### src/rtl/key_beep_ctrl.sv
// Multi-key debouncer with press strobes driving a key-dependent square-wave buzzer tone.
// MODE 0 beeps for a fixed time per press (retriggerable); MODE 1 beeps while a key is held.
module key_beep_ctrl #(
    parameter int unsigned KEY_NUM      = 4,
    parameter int unsigned DEBOUNCE_CYC = 1000000,
    parameter int unsigned BEEP_CYC     = 5000000,
    parameter int unsigned TONE_HALF    = 25000,
    parameter int unsigned MODE         = 0
) (
    input  logic               clk,
    input  logic               rst,
    input  logic [KEY_NUM-1:0] key,
    output logic [KEY_NUM-1:0] key_state,
    output logic [KEY_NUM-1:0] key_pulse,
    output logic               busy,
    output logic               beep
);

    localparam int unsigned DB_W     = (DEBOUNCE_CYC > 2) ? $clog2(DEBOUNCE_CYC) : 1;
    localparam int unsigned HALF_MAX = TONE_HALF * KEY_NUM;
    localparam int unsigned HALF_W   = $clog2(HALF_MAX + 1);
    localparam int unsigned DUR_W    = $clog2(BEEP_CYC + 1);
    localparam int unsigned IDX_W    = (KEY_NUM > 1) ? $clog2(KEY_NUM) : 1;

    localparam logic [DB_W-1:0]  DB_LAST  = DB_W'(DEBOUNCE_CYC - 1);
    localparam logic [DUR_W-1:0] DUR_LOAD = DUR_W'(BEEP_CYC);
    localparam logic [DUR_W-1:0] DUR_ONE  = DUR_W'(1);

    localparam logic [0:0] ST_IDLE = 1'b0;
    localparam logic [0:0] ST_TONE = 1'b1;

    // ------------------------------------------------------------------
    // Synchroniser and debounce
    // ------------------------------------------------------------------
    logic [KEY_NUM-1:0] sync1_q;
    logic [KEY_NUM-1:0] sync2_q;
    logic [KEY_NUM-1:0] stable_q;
    logic [KEY_NUM-1:0] stable_d;
    logic [KEY_NUM-1:0] stable_prev_q;
    logic [KEY_NUM-1:0] pulse_q;
    logic [KEY_NUM-1:0] pulse_d;
    logic [DB_W-1:0]    db_cnt_q [KEY_NUM];
    logic [DB_W-1:0]    db_cnt_d [KEY_NUM];

    always_comb begin
        stable_d = stable_q;
        for (int i = 0; i < int'(KEY_NUM); i++) begin
            db_cnt_d[i] = '0;
            if (sync2_q[i] != stable_q[i]) begin
                if (db_cnt_q[i] == DB_LAST) begin
                    stable_d[i] = sync2_q[i];
                end else begin
                    db_cnt_d[i] = db_cnt_q[i] + 1'b1;
                end
            end
        end
        // Strobe lands one cycle after the accepted 1->0 transition of stable.
        pulse_d = stable_prev_q & ~stable_q;
    end

    always_ff @(posedge clk) begin
        if (rst) begin
            sync1_q       <= '1;
            sync2_q       <= '1;
            stable_q      <= '1;
            stable_prev_q <= '1;
            pulse_q       <= '0;
            for (int i = 0; i < int'(KEY_NUM); i++) begin
                db_cnt_q[i] <= '0;
            end
        end else begin
            sync1_q       <= key;
            sync2_q       <= sync1_q;
            stable_q      <= stable_d;
            stable_prev_q <= stable_q;
            pulse_q       <= pulse_d;
            for (int i = 0; i < int'(KEY_NUM); i++) begin
                db_cnt_q[i] <= db_cnt_d[i];
            end
        end
    end

    assign key_state = ~stable_q;
    assign key_pulse = pulse_q;

    // ------------------------------------------------------------------
    // Tone selection: lowest index among the keys of interest
    // ------------------------------------------------------------------
    logic [KEY_NUM-1:0] interest;
    logic               any_sel;
    logic               found;
    logic [IDX_W-1:0]   sel_idx;
    logic [HALF_W-1:0]  half_sel;

    always_comb begin
        interest = (MODE == 0) ? pulse_q : key_state;
        any_sel  = |interest;
        found    = 1'b0;
        sel_idx  = '0;
        for (int i = 0; i < int'(KEY_NUM); i++) begin
            if (!found && interest[i]) begin
                sel_idx = IDX_W'(i);
                found   = 1'b1;
            end
        end
        half_sel = HALF_W'(TONE_HALF * (32'(sel_idx) + 32'd1));
    end

    // ------------------------------------------------------------------
    // Tone FSM
    // ------------------------------------------------------------------
    logic [0:0]        state_q;
    logic [0:0]        state_d;
    logic [HALF_W-1:0] half_q;
    logic [HALF_W-1:0] half_d;
    logic [IDX_W-1:0]  idx_q;
    logic [IDX_W-1:0]  idx_d;
    logic [DUR_W-1:0]  dur_q;
    logic [DUR_W-1:0]  dur_d;
    logic [HALF_W-1:0] tcnt_q;
    logic [HALF_W-1:0] tcnt_d;
    logic              beep_q;
    logic              beep_d;
    logic              load;

    always_comb begin
        state_d = state_q;
        half_d  = half_q;
        idx_d   = idx_q;
        dur_d   = dur_q;
        tcnt_d  = tcnt_q;
        beep_d  = beep_q;
        load    = 1'b0;

        case (state_q)
            ST_IDLE: begin
                beep_d = 1'b0;
                load   = any_sel;
            end
            ST_TONE: begin
                if (tcnt_q == half_q - 1'b1) begin
                    tcnt_d = '0;
                    beep_d = ~beep_q;
                end else begin
                    tcnt_d = tcnt_q + 1'b1;
                end

                if (MODE == 0) begin
                    if (any_sel) begin
                        load = 1'b1;
                    end else if (dur_q == DUR_ONE) begin
                        state_d = ST_IDLE;
                        beep_d  = 1'b0;
                    end else begin
                        dur_d = dur_q - 1'b1;
                    end
                end else begin
                    if (!any_sel) begin
                        state_d = ST_IDLE;
                        beep_d  = 1'b0;
                    end else if (sel_idx != idx_q) begin
                        load = 1'b1;
                    end
                end
            end
            default: begin
                state_d = ST_IDLE;
                beep_d  = 1'b0;
            end
        endcase

        // Entry, retrigger and follow-mode key change all restart the tone from its high phase.
        if (load) begin
            state_d = ST_TONE;
            half_d  = half_sel;
            idx_d   = sel_idx;
            dur_d   = DUR_LOAD;
            tcnt_d  = '0;
            beep_d  = 1'b1;
        end
    end

    always_ff @(posedge clk) begin
        if (rst) begin
            state_q <= ST_IDLE;
            half_q  <= HALF_W'(TONE_HALF);
            idx_q   <= '0;
            dur_q   <= '0;
            tcnt_q  <= '0;
            beep_q  <= 1'b0;
        end else begin
            state_q <= state_d;
            half_q  <= half_d;
            idx_q   <= idx_d;
            dur_q   <= dur_d;
            tcnt_q  <= tcnt_d;
            beep_q  <= beep_d;
        end
    end

    assign busy = (state_q == ST_TONE);
    assign beep = beep_q;

endmodule

### config.mk
export PLATFORM = sky130hd
export DESIGN_NAME = key_beep_ctrl
export DESIGN_NICKNAME = d
export VERILOG_FILES = /design/src/rtl/key_beep_ctrl.sv
export SDC_FILE = /design/constraint.sdc
export NUM_CORES = 1
export LEC_CHECK = 0
export ABC_CLOCK_PERIOD_IN_PS = 3400
export BUFFER_PORTS_ARGS = -buffer_cell sky130_fd_sc_hd__buf_2
export CELL_PAD_IN_SITES_DETAIL_PLACEMENT = 0
export CELL_PAD_IN_SITES_GLOBAL_PLACEMENT = 1
export CORE_MARGIN = 5
export CORE_UTILIZATION = 47
export CTS_CLUSTER_DIAMETER = 40
export DETAILED_ROUTE_END_ITERATION = 10
export GPL_TIMING_DRIVEN = 1
export PLACE_DENSITY = 0.8
export SLEW_MARGIN = 10
export SYNTH_ARGS = -nofsm -noshare
export SYNTH_HDL_FRONTEND = slang
export SYNTH_SLANG_ARGS = --single-unit
### constraint.sdc
create_clock -name clk -period 3.4 [get_ports clk]
set_clock_uncertainty 0.1 [all_clocks]
set_input_delay 1.02 -clock clk [delete_from_list [all_inputs] [get_ports clk]]
set_output_delay 1.02 -clock clk [all_outputs]
set_load 0.01 [all_outputs]
-- Word level (Yosys, flattened, before mapping)
Memory sizes are Yosys's and may differ from the RTL's.
Index checks and enable logic that the tools add are counted.
- register bits after elaboration: 76
- word-level logic and storage cells: 98
- RAM bits: 80
- input bits: 6
- memories kept: 1
- memories (memory ; depth ; bits a word ; read ports ; clocked after memory_dff ; write ports ; line ; text):
    db_cnt_q ; 4 ; 20 ; 4 ; 0 ; 4 ; 42 ; logic [DB_W-1:0] db_cnt_q [KEY_NUM];
- bitwise operators: 10
- reductions and logical operators: 15
- multiplexer cells: 37
- add/sub/neg operators: 8
- eq/ne operators: 12
- $mul: 1
- operator list (operator ; number):
    $mux W20 ; 12
    $mux W23 ; 4
    $add A20 B1 Y20 const B ; 4
    $eq A20 B20 Y1 const B ; 4
    $eq A23 B1 Y1 const B ; 1
    $sub A23 B1 Y23 const B ; 1
    $add A17 B1 Y17 const B ; 1
    $eq A17 B17 Y1 ; 1
    $mux W17 ; 1
    $sub A17 B1 Y17 const B ; 1
    $mux W1 ; 16
    $mul A12 B3 Y14 const A ; 1
    $reduce_and A2 Y1 ; 4
    $reduce_and A3 Y1 ; 2
    $and A4 B4 Y4 ; 1
    $mux W2 ; 2
    $ne A1 B1 Y1 ; 4
    $not A1 Y1 ; 4
    $not A4 Y4 ; 1
    $or A1 B1 Y1 ; 4
    $pmux W1 S2 ; 2
    $reduce_or A4 Y1 ; 1
    $add A2 B1 Y3 const B ; 1
    $logic_and A1 B1 Y1 ; 3
    other kinds (5) ; 7

-- Logic depth before layout (Yosys ltp)
Gate-level depths: netlist of run 1.
- depth in word-level cells: 12
- mapped depth: 10
- depth with buffers taken out: 8

-- Worst setup path before layout of run 1
No wires, ideal clock.
- path kind: register -> register
- start: reg half_q[13]
- end: reg beep_q, in the netlist beep
- arrival time: 2.371 ns
- path slack: 0.798 ns
- path buffers: 1
- period minus slack after synthesis: 2.602 ns
- stages on the path, launching flop included: 10
- cells stage by stage: dfxtp_1 clkbuf_1 inv_1 ha_1 nor3b_1 and2_1 nor4b_1 o311ai_0 or3_1 o211ai_1
- longest elaborated chain between the ends: 7
- RTL lines (item ; line ; text):
    start: declaration ; 114 ; logic [HALF_W-1:0] half_q;
    start signal: assignment ; 186 ; half_q <= HALF_W'(TONE_HALF);
    start signal: assignment ; 193 ; half_q <= half_d;
    $sub A17 B1 Y17 * ; 141 ; if (tcnt_q == half_q - 1'b1) begin
    $eq A17 B17 Y1 * ; 141 ;
    $mux W1 * ; 141 ;
    $mux W1 ; 151 ; end else if (dur_q == DUR_ONE) begin
    $mux W1 * ; 149 ; if (any_sel) begin
    $pmux W1 S2 * ; 135 ; case (state_q)
    $mux W1 * ; 173 ; if (load) begin
    end signal: assignment ; 197 ; beep_q <= beep_d;
    end: declaration ; 122 ; logic beep_q;
Mark *: on every way between the ends. The rest lies on a longest branch, timed or not.
A chain may end at the register's enable or synchronous reset.

-- Worst setup path in the final report of run 1
- start: reg half_q[6]
- end: reg tcnt_q[0]
- longest elaborated chain between the ends: 3
- RTL lines (item ; line ; text):
    $sub A17 B1 Y17 ; 141 ;
    $eq A17 B17 Y1 ; 141 ;
    $mux W17 ; 141 ;
    end signal: assignment ; 196 ; tcnt_q <= tcnt_d;
    end: declaration ; 120 ; logic [HALF_W-1:0] tcnt_q;
Every way passes these cells.

==> reports/results.md, run 1 <==
Run status
• **outcome** finished, final reports clean

Global route
• **vias in the first global route** 5200
• **largest net degree at the start of global routing** 28
• **GRT Overall Usage** 0.172
• **total congestion overflow after global routing** 0
• **global-route wire length before repair** 23600 microns
• **initial antenna violation count** 0

Synthesis
• **number of nets in the synthesized netlist** 815
• **adder and majority gate portion of the synthesized area** 0.0222
• **share of flip-flops with an asynchronous set or reset** 0
• **compound-cell area share of the yosys netlist** 0.0695
• **XOR/XNOR Fraction of Synth Area** 0.141
• **warnings from Yosys** 0
• **Yosys cell types** 49
• **Yosys top cell area share** 0.441
• **Main synth FF type** sky130_fd_sc_hd__dfxtp_1
• **Cell Area, Synth** 0.00677 sq mm
• **synthesized-area fraction occupied by and/or/nand/nor cells** 0.292
• **combinational family with the most area after synthesis** simple AND/OR/NAND/NOR gates
• **count of mapped cells out of synthesis** 797
• **mux contribution to synthesized area** 0.00592
• **top cell type by total area after synthesis** sky130_fd_sc_hd__dfxtp_1
• **sequential area share after synthesis** 0.441
• **syn avg cell area** 8.49 sq um
• **number of flops mapped to enable cells by yosys** 0
• **synthesis-stage register bit count** 149
• **cells taking the most area after synthesis** sky130_fd_sc_hd__dfxtp_1, sky130_fd_sc_hd__xor2_1, sky130_fd_sc_hd__nor2_1, sky130_fd_sc_hd__xnor2_1, sky130_fd_sc_hd__nand2_1

Drt
• **# DRC** 0
• **DRC violation total after the first TritonRoute iteration** 233
• **average vias per placed instance** 5.42
• **aggregate routed wire length** 13900 microns
• **routed length per instance** 13.9 microns
• **drt first pass iters** 4
• **Antenna Nets Post-Route** 0
• **via total after detailed routing** 5423

Min path
• **Hold Path Cell Cnt** 1
• **class of the tightest hold or removal check** register to register
• **end point of the most critical hold path** sync2_q[3]$_SDFF_PP1_
• **startpoint of the worst hold path** sync1_q[3]$_SDFF_PP1_

CTS
• **Clock Sinks** 149
• **clock tree from TritonCTS** built
• **htree depth** 4
• **clock latency at the later pin of the worst-skew pair** 420 ps
• **clk buf depth** 2
• **CTS root buf** sky130_fd_sc_hd__clkbuf_16
• **clock-pin transition on the worst setup and hold timing paths** 60 ps
• **# Post-CTS Setup Buffers** 0
• **cts repair resizes** 0
• **number of buffers added by the clock tree synthesis step** 17
• **count of hold-fix buffers inserted at cts** 0

STA
• **count of endpoints failing setup in the final report** 0
• **shortest clock period the worst path allows after layout** 2800 ps
• **setup repair after global routing missed its margin** no
• **final worst hold slack** 308 ps
• **Tightest Pin Transition** 876 ps
• **Final Slew Violations** 0
• **sum of negative setup slack** 0 ps
• **Achievable Freq** 0.357 GHz
• **relative slew slack** 0.407
• **final worst slack** 600 ps
• **final number of hold-violating endpoints** 0
• **share of the clock period used by the worst path** 0.824

Floorplanning
• **standard-cell rows** 43
• **count of pins on the block boundary** 16
• **floorplan die area** 0.0169 sq mm
• **chip width** 130 microns
• **Die Y-Extent** 130 microns
• **initial standard-cell utilization of the core** 0.484
• **area of the placeable core** 0.0140 sq mm

Critical path
• **startpoint of the most critical register-to-register path** half_q[6]$_SDFFE_PP0P_
• **capturing element type of the critical path** register
• **kind of critical path** register to register
• **required time of the critical path** 3660 ps
• **worst stage delay on the critical path** 790 ps
• **endpoint of the most critical register-to-register path** tcnt_q[0]$_SDFFE_PP0P_
• **slowest stage cell on the critical path** sky130_fd_sc_hd__o311ai_1
• **largest driver fanout on the critical path** 9
• **Setup crit start kind** register
• **worst reg-to-reg setup slack** 600 ps
• **cell-by-cell trace of the critical path** inv_1 -> ha_1 -> nor3b_1 -> and2_1 -> nor4b_1 -> o311ai_1 -> o21ai_0 -> a21oi_1
• **r2r worst-path depth** 8
• **arrival time of the worst setup path** 3060 ps

Flow run
• **count of maximum capacitance violations** 0

Cells and area
• **proportion of layout cells with a drive suffix above 1** 0.0792
• **Layout Utilization** 0.544
• **non-filler instance count after layout** 1001
• **area added between synthesis and finish** 12.4%
• **Total Nets Final** 827
• **most common cell after layout, fill and taps aside** sky130_fd_sc_hd__dfxtp_1
• **post-route standard cell area excluding fillers** 0.00761 sq mm
• **ANT cells** 0
• **top library cells by usage in the layout, fill and taps aside** sky130_fd_sc_hd__dfxtp_1, sky130_fd_sc_hd__nor2_1, sky130_fd_sc_hd__nand2_1

Placement
• **total of buffers placed on input and output ports** 15
• **placed cell area** 0.00700 sq mm
• **Placed Cells** 970
• **detailed placer's ending HPWL** 9710 microns
• **final weighted congestion in routability-driven placement** 0.870
• **pre-CTS worst setup slack** 371 ps

Power and ir drop
• **Power per Cell Area** 489 mW/mm^2
• **Peak VDD IR** 0.000331 V
• **Leakage** 2.66 nW
• **Tot Pwr** 3.72 mW

registers in the layout (all words and copies together) (netlist names):
name	flops
beep	1
busy	1
db_cnt_q	80
dur_q	23
half_q	7
key_pulse	4
stable_prev_q	4
stable_q	4
sync1_q	4
sync2_q	4
tcnt_q	17
cells in the mapped netlist, types with 2 or more instances:
library cell	number
sky130_fd_sc_hd__mux2i_1	4
sky130_fd_sc_hd__nor4_1	17
sky130_fd_sc_hd__inv_1	21
sky130_fd_sc_hd__a221oi_1	2
sky130_fd_sc_hd__nor3_1	42
sky130_fd_sc_hd__nor2b_1	4
sky130_fd_sc_hd__xor2_1	58
sky130_fd_sc_hd__a31oi_1	2
sky130_fd_sc_hd__and4_1	7
sky130_fd_sc_hd__a21oi_1	25
sky130_fd_sc_hd__a21o_1	2
sky130_fd_sc_hd__o2111ai_1	3
sky130_fd_sc_hd__or3_1	11
sky130_fd_sc_hd__o211ai_1	3
sky130_fd_sc_hd__and2_1	4
sky130_fd_sc_hd__buf_2	2
sky130_fd_sc_hd__and3_1	21
sky130_fd_sc_hd__o21ai_0	15
sky130_fd_sc_hd__ha_1	12
sky130_fd_sc_hd__nor4b_1	5
sky130_fd_sc_hd__o31a_1	2
sky130_fd_sc_hd__dfxtp_1	149
sky130_fd_sc_hd__xnor2_1	51
sky130_fd_sc_hd__clkbuf_1	25
sky130_fd_sc_hd__or4_1	7
sky130_fd_sc_hd__nand3_1	43
sky130_fd_sc_hd__nor3b_1	2
sky130_fd_sc_hd__o31ai_1	5
sky130_fd_sc_hd__nand4_1	19
sky130_fd_sc_hd__nand2_1	70
sky130_fd_sc_hd__or2_2	12
sky130_fd_sc_hd__nor4bb_1	2
sky130_fd_sc_hd__nand2b_1	5
sky130_fd_sc_hd__a211oi_1	4
sky130_fd_sc_hd__nor2_1	127
layout make-up:
cell class                      instances  area (sq um)
Fill cell                            1276          6380
Multi-Input combinational cell        599          3590
Sequential cell                       149          2980
Clock buffer                           21           450
Tap cell                              180           225
Clock inverter                         10           155
Timing Repair Buffer                   21           120
Inverter                               21          78.8
logic make-up after synthesis:
kind of cell,count (synthesis)
simple gates,401
flops,149
xor+xnor,109
compound gates,73
buf+inv,49
fa+ha+maj,12
mux,4
where the power goes:
part / internal, mW / switching (mW)
sequential: 1.75 / 0.00300
combinational: 0.00981 / 0.0261
clock: 1.24 / 0.689
total: 3.00 / 0.718
worst max-delay path: cells and delay by family (launching register included):
kind | cells | cell delay, ps
buffers and inverters | 1 | 120
DFF | 1 | 380
AOI/OAI and AO/OA | 3 | 1210
adders and majority gates | 1 | 300
and+or+nand+nor | 3 | 640
per-layer routing:
metal  routed length [microns]  part of all wire  GRT usage  up-vias
li1                          -                 -          -     2771
met4                       295             0.021     0.0776        0
met2                      6670              0.48      0.286       88
met5                         0                 0          0        -
met1                      6360              0.46      0.213     2542
met3                       537             0.039     0.0377       22
how the worst max path moves through the flow:
stage / depth (start not counted) / end / startpoint
floorplan: 9 / beep$_SDFF_PP0_ / half_q[13]$_SDFFE_PP1P_
global route: 8 / tcnt_q[0]$_SDFFE_PP0P_ / half_q[6]$_SDFFE_PP0P_
CTS: 8 / tcnt_q[0]$_SDFFE_PP0P_ / half_q[6]$_SDFFE_PP0P_
detailed placement: 8 / tcnt_q[0]$_SDFFE_PP0P_ / half_q[6]$_SDFFE_PP0P_
global placement: 8 / tcnt_q[1]$_SDFFE_PP0P_ / half_q[13]$_SDFFE_PP1P_
finish: 8 / tcnt_q[0]$_SDFFE_PP0P_ / half_q[6]$_SDFFE_PP0P_
(Power assumes the default switching activity.)
==> run 2: changes to the inputs <==
Settings changed: ABC_CLOCK_PERIOD_IN_PS 3400 to 2300, CORE_UTILIZATION 47 to 43, PLACE_DENSITY 0.8 to 0.77.
Clock period 3.4 ns to 2.3 ns, I/O delays scaled along.
==> run 2 against run 1 <==
  * The run now ends with negative setup slack left
  * Total power rose by 53%
  * Sequential power is 47% higher
  * Non-clock buffer count is 48 higher
  * Global-route usage is 0.64 points lower
  * Cell area up 10%
  * Critical path depth fell by 2
  * Sequential cell count is the same
  * Clock power increased by 56%
  * Clock-buffer cell count down 2
  * Routed wire length grew 6.7%
  * Die area increased by 8.6%
  * First-iteration DRC count down 8.2%
  * Largest power group unchanged
  * Highest routed layer unchanged
==> reports/results.md, run 2 (synthesis gave the netlist of run 1 again) <==
Floorplanning
• **initial standard-cell utilization of the core** 0.442
• **floorplan die area** 0.0183 sq mm
• **area of the placeable core** 0.0153 sq mm
• **Die Y-Extent** 135 microns
• **chip width** 135 microns
• **standard-cell rows** 45
• **count of pins on the block boundary** 16

CTS
• **count of hold-fix buffers inserted at cts** 0
• **CTS root buf** sky130_fd_sc_hd__clkbuf_16
• **clock latency at the later pin of the worst-skew pair** 410 ps
• **number of buffers added by the clock tree synthesis step** 17
• **clock tree from TritonCTS** built
• **htree depth** 4
• **clk buf depth** 2
• **clock-pin transition on the worst setup and hold timing paths** 60 ps
• **Clock Sinks** 149

Cells and area
• **top library cells by usage in the layout, fill and taps aside** sky130_fd_sc_hd__dfxtp_1, sky130_fd_sc_hd__nor2_1, sky130_fd_sc_hd__nand2_1
• **max FFs per register** 80
• **Layout Utilization** 0.547
• **most common cell after layout, fill and taps aside** sky130_fd_sc_hd__dfxtp_1
• **Filler Cell Count** 1392
• **multi-input logic area** 0.00388 sq mm
• **Total Nets Final** 876
• **register ranked first by flip-flop count** db_cnt_q
• **ANT cells** 0
• **proportion of layout cells with a drive suffix above 1** 0.190
• **area added between synthesis and finish** 23.9%
• **Top Registers** db_cnt_q x80, dur_q x23, tcnt_q x17
• **flip-flop and latch area** 0.00299 sq mm

Critical path
• **kind of critical path** register to register
• **required time of the critical path** 2500 ps
• **largest driver fanout on the critical path** 5
• **arrival time of the worst setup path** 2590 ps
• **Setup crit start kind** register
• **capturing element type of the critical path** register

Global route
• **GRT Max-Usage Layer** met2
• **initial antenna violation count** 0
• **met2 Resource Use GR** 0.282
• **global-route wire length before repair** 25100 microns
• **largest net degree at the start of global routing** 20
• **total congestion overflow after global routing** 0
• **grt met3 use** 0.0331
• **vias in the first global route** 5537
• **GRT Overall Usage** 0.165
• **met1 Track Usage GR** 0.207

STA
• **relative slew slack** 0.592
• **share of the clock period used by the worst path** 1.04
• **setup repair after global routing missed its margin** yes
• **count of endpoints failing setup in the final report** 24
• **shortest clock period the worst path allows after layout** 2390 ps
• **final worst slack** -91.7 ps
• **final number of hold-violating endpoints** 0
• **Tightest Pin Transition** 610 ps
• **Achievable Freq** 0.418 GHz
• **sum of negative setup slack** -464 ps
• **Final Slew Violations** 0

Drt
• **DRC violation total after the first TritonRoute iteration** 214
• **# DRC** 0
• **average vias per placed instance** 5.23
• **aggregate routed wire length** 14800 microns
• **drt first pass iters** 4
• **via total after detailed routing** 5657
• **routed length per instance** 13.7 microns
• **Antenna Nets Post-Route** 0

Flow run
• **count of maximum capacitance violations** 0

Placement
• **pre-CTS worst setup slack** -81.3 ps
• **detailed placer's ending HPWL** 10400 microns
• **total of buffers placed on input and output ports** 15
• **final weighted congestion in routability-driven placement** 0.891

Power and ir drop
• **Leakage** 2.95 nW
• **Power per Cell Area** 676 mW/mm^2
• **Peak VDD IR** 0.000533 V

Min path
• **class of the tightest hold or removal check** register to register

Run status
• **outcome** complete, but fails checks
• **violations in the final reports** negative setup slack

## run 2: cell count changes in the layout (fill, tap and decap cells not counted), moves of 3 or more
cell / before / now
sky130_fd_sc_hd__buf_4: 6 / 46
sky130_fd_sc_hd__nor3_1: 41 / 28
sky130_fd_sc_hd__nor3_2: 1 / 13
sky130_fd_sc_hd__buf_6: 0 / 7
sky130_fd_sc_hd__dfxtp_1: 149 / 144
sky130_fd_sc_hd__dfxtp_2: 0 / 5
sky130_fd_sc_hd__a211oi_1: 4 / 0
sky130_fd_sc_hd__a211oi_2: 0 / 4
sky130_fd_sc_hd__nor4_1: 17 / 13
sky130_fd_sc_hd__clkinv_2: 4 / 1
sky130_fd_sc_hd__nand2_1: 70 / 67
sky130_fd_sc_hd__nor4_2: 0 / 3
sky130_fd_sc_hd__nor4b_1: 5 / 2
## run 2: final cells by class
type | instances | area share
clock buffer | 19 | 0.0528
clock inverter | 12 | 0.0242
inverter | 21 | 0.00940
multi-input combinational | 600 | 0.464
sequential | 149 | 0.357
tap | 211 | 0.0315
timing repair buffer | 69 | 0.0619
## run 2: stage by stage
stage	instance area, sq um	std cells	power, mW	hold slack [ps]
final	8380	1081	5.67	305
after global routing	8380	1081	5.84	325
after CTS	8160	1079	5.74	311
after detailed placement	7380	1043	2.71	301
after global placement	7380	1043	2.71	294
after floorplan	6790	797	2.69	289
## run 2: timing repair
| item | in CTS | in global routing |
|---|---|---|
| gates cloned | 2 | 0 |
| pin swaps | 19 | 32 |
| setup endpoints to repair | 34 | 44 |
| setup buffers | 3 | 2 |
| gates resized for setup | 24 | 41 |
| hold endpoints to repair | 0 | 0 |
## run 2: power by group
group	total, mW	switching [mW]	leakage, nW	internal, mW
Clock	3.01	1.06	0.302	1.95
Combinational	0.0626	0.0429	1.44	0.0197
Sequential	2.59	0.00451	1.20	2.59
Total	5.67	1.11	2.95	4.56
## run 2: path summary, 6_finish.rpt
path                     startpoint                     to  slack (ps)  cells after the start
max          dur_q[16]$_SDFFE_PP0P_  dur_q[3]$_SDFFE_PP0P_         -90                      6
min           sync1_q[2]$_SDFF_PP1_  sync2_q[2]$_SDFF_PP1_         300                      1
max reg2reg  dur_q[16]$_SDFFE_PP0P_  dur_q[3]$_SDFFE_PP0P_         -90                      6
min reg2reg   sync1_q[2]$_SDFF_PP1_  sync2_q[2]$_SDFF_PP1_         300                      1
## run 2: routing by layer
| metal | routed length (microns) | part of all wire |
|---|---|---|
| met4 | 219 | 0.015 |
| met2 | 7120 | 0.48 |
| met1 | 6960 | 0.47 |
| met5 | 0 | 0 |
| met3 | 483 | 0.033 |
## run 2: critical path, stage by stage, from the launching register on
cell and delay, ps:
sky130_fd_sc_hd__dfxtp_2 320, sky130_fd_sc_hd__or4_4 530, sky130_fd_sc_hd__or4_4 520, sky130_fd_sc_hd__o31a_1 340
sky130_fd_sc_hd__and4b_1 250, sky130_fd_sc_hd__xnor2_2 160, sky130_fd_sc_hd__nor2_1 60
==> run 3: changes to the inputs <==
Settings changed: CORE_ASPECT_RATIO set to 0.9.
==> run 3 against run 2 <==
  * The flow still finishes with violations (negative setup slack)
  * Via count fell by 0.35%
  * Sequential power hardly changed
  * Cell count is 0.74% lower
  * Fmax up 1.5%
  * Register-to-register slack gained 30 ps
  * Global-route usage increased by 0.083 points
  * Setup slack better by 35 ps
  * Sequential cell count unchanged
==> reports/results.md, run 3 (synthesis gave the netlist of run 1 again) <==
Run status
• **outcome** complete, but fails checks
• **violations in the final reports** negative setup slack

Cells and area
• **post-route standard cell area excluding fillers** 0.00826 sq mm
• **max FFs per register** 80
• **ANT cells** 0
• **proportion of layout cells with a drive suffix above 1** 0.181
• **top library cells by usage in the layout, fill and taps aside** sky130_fd_sc_hd__dfxtp_1, sky130_fd_sc_hd__nor2_1, sky130_fd_sc_hd__nand2_1
• **register ranked first by flip-flop count** db_cnt_q
• **area added between synthesis and finish** 22.1%
• **Layout Utilization** 0.535
• **Total Nets Final** 876
• **Top Registers** db_cnt_q x80, dur_q x23, tcnt_q x17
• **most common cell after layout, fill and taps aside** sky130_fd_sc_hd__dfxtp_1

Placement
• **pre-CTS worst setup slack** -114 ps
• **final weighted congestion in routability-driven placement** 0.886
• **total of buffers placed on input and output ports** 15
• **placed cell area** 0.00736 sq mm
• **detailed placer's ending HPWL** 10200 microns

Power and ir drop
• **proportion of total power due to net switching** 0.204
• **share of total power in sequential cells** 0.463
• **Peak VDD IR** 0.000535 V
• **Leakage** 2.93 nW
• **clock network power share** 0.525
• **power spent charging and discharging nets** 1.14 mW
• **Power per Cell Area** 678 mW/mm^2
• **combinational fraction of design power** 0.011
• **Tot Pwr** 5.60 mW
• **internal power** 4.46 mW

Drt
• **via total after detailed routing** 5637
• **DRC violation total after the first TritonRoute iteration** 321
• **# DRC** 0
• **Antenna Nets Post-Route** 0
• **average vias per placed instance** 5.25
• **aggregate routed wire length** 14800 microns
• **routed length per instance** 13.8 microns
• **drt first pass iters** 4

Global route
• **GRT Overall Usage** 0.166
• **global-route wire length before repair** 25100 microns
• **initial antenna violation count** 0
• **grt met3 use** 0.0438
• **met2 Resource Use GR** 0.263
• **largest net degree at the start of global routing** 20
• **vias in the first global route** 5395
• **met1 Track Usage GR** 0.221
• **GRT Max-Usage Layer** met2
• **total congestion overflow after global routing** 0

Critical path
• **largest driver fanout on the critical path** 6
• **arrival time of the worst setup path** 2550 ps
• **capturing element type of the critical path** register
• **Setup crit start kind** register
• **kind of critical path** register to register
• **required time of the critical path** 2490 ps

STA
• **Final Slew Violations** 0
• **final worst slack** -57.1 ps
• **setup repair after global routing missed its margin** yes
• **share of the clock period used by the worst path** 1.02
• **shortest clock period the worst path allows after layout** 2360 ps
• **count of endpoints failing setup in the final report** 18
• **relative slew slack** 0.584
• **Tightest Pin Transition** 623 ps
• **final number of hold-violating endpoints** 0
• **Achievable Freq** 0.424 GHz

Floorplanning
• **Die Y-Extent** 129 microns
• **initial standard-cell utilization of the core** 0.438
• **chip width** 142 microns
• **floorplan die area** 0.0183 sq mm
• **area of the placeable core** 0.0154 sq mm
• **standard-cell rows** 43
• **count of pins on the block boundary** 16

CTS
• **Clock Sinks** 149
• **htree depth** 4
• **number of buffers added by the clock tree synthesis step** 17
• **clk buf depth** 2
• **clock tree from TritonCTS** built
• **clock latency at the later pin of the worst-skew pair** 420 ps
• **CTS root buf** sky130_fd_sc_hd__clkbuf_16
• **clock-pin transition on the worst setup and hold timing paths** 60 ps
• **count of hold-fix buffers inserted at cts** 0

Min path
• **class of the tightest hold or removal check** register to register

Flow run
• **count of maximum capacitance violations** 0

==> run 3: changes by cell type in the layout (fill, tap and decap cells not counted), sizes merged <==
cell	previous run	this run
clkinvlp	4	2
clkinv	2	4
bufinv	5	4
inv	22	23
clkbuf	19	20
==> run 3: worst paths after layout <==
kind                     startpoint               endpoint  slack [ps]  cells after the start
min           sync1_q[0]$_SDFF_PP1_  sync2_q[0]$_SDFF_PP1_         310                      1
min reg2reg   sync1_q[0]$_SDFF_PP1_  sync2_q[0]$_SDFF_PP1_         310                      1
max          dur_q[17]$_SDFFE_PP0P_        beep$_SDFF_PP0_         -60                      7
max reg2reg  dur_q[17]$_SDFFE_PP0P_        beep$_SDFF_PP0_         -60                      7
==> run 3: per-stage QoR <==
stage                     setup TNS, ps  cells  hold slack [ps]
after detailed placement          -1630   1033              298
after CTS                          -554   1071              313
after global routing              -2870   1073              339
after floorplan                    -119    797              289
final                              -384   1073              306
after global placement             -690   1033              295
==> run 3: power groups by stage <==
stage	Sequential (mW)	Clock [mW]	Combinational, mW
finish	2.59	2.94	0.0637
global route	2.59	3.14	0.0714
CTS	2.59	3.01	0.0634
detailed placement	2.65	0	0.0631
global placement	2.65	0	0.0627
floorplan	2.65	0	0.0360
==> run 3: layer usage <==
layer	wire length (microns)	part of all wire
met1	7190	0.49
met2	6930	0.47
met3	472	0.032
met4	212	0.014
met5	0	0
==> run 3: timing repair <==
| item | CTS | global route |
|---|---|---|
| resized for setup | 17 | 38 |
| pin swaps | 9 | 29 |
| buffers inserted | 4 | 2 |
| setup endpoints to repair | 31 | 40 |
| cloned | 2 | 0 |
==> run 3: critical path, cell delays in order, from the launching register on <==
cell,delay (ps)
sky130_fd_sc_hd__dfxtp_2,320
sky130_fd_sc_hd__or4_4,530
sky130_fd_sc_hd__or4_4,530
sky130_fd_sc_hd__o31a_1,350
sky130_fd_sc_hd__buf_6,180
sky130_fd_sc_hd__nand2_2,40
sky130_fd_sc_hd__or3_1,100
sky130_fd_sc_hd__o211ai_1,90
==> run 3: final cells by class <==
type	instances	area (sq um)
clock buffer	20	447
fill	1409	7180
timing repair buffer	69	515
clock inverter	12	176
tap	202	253
inverter	21	78.8
multi-input combinational	600	3800
sequential	149	2990
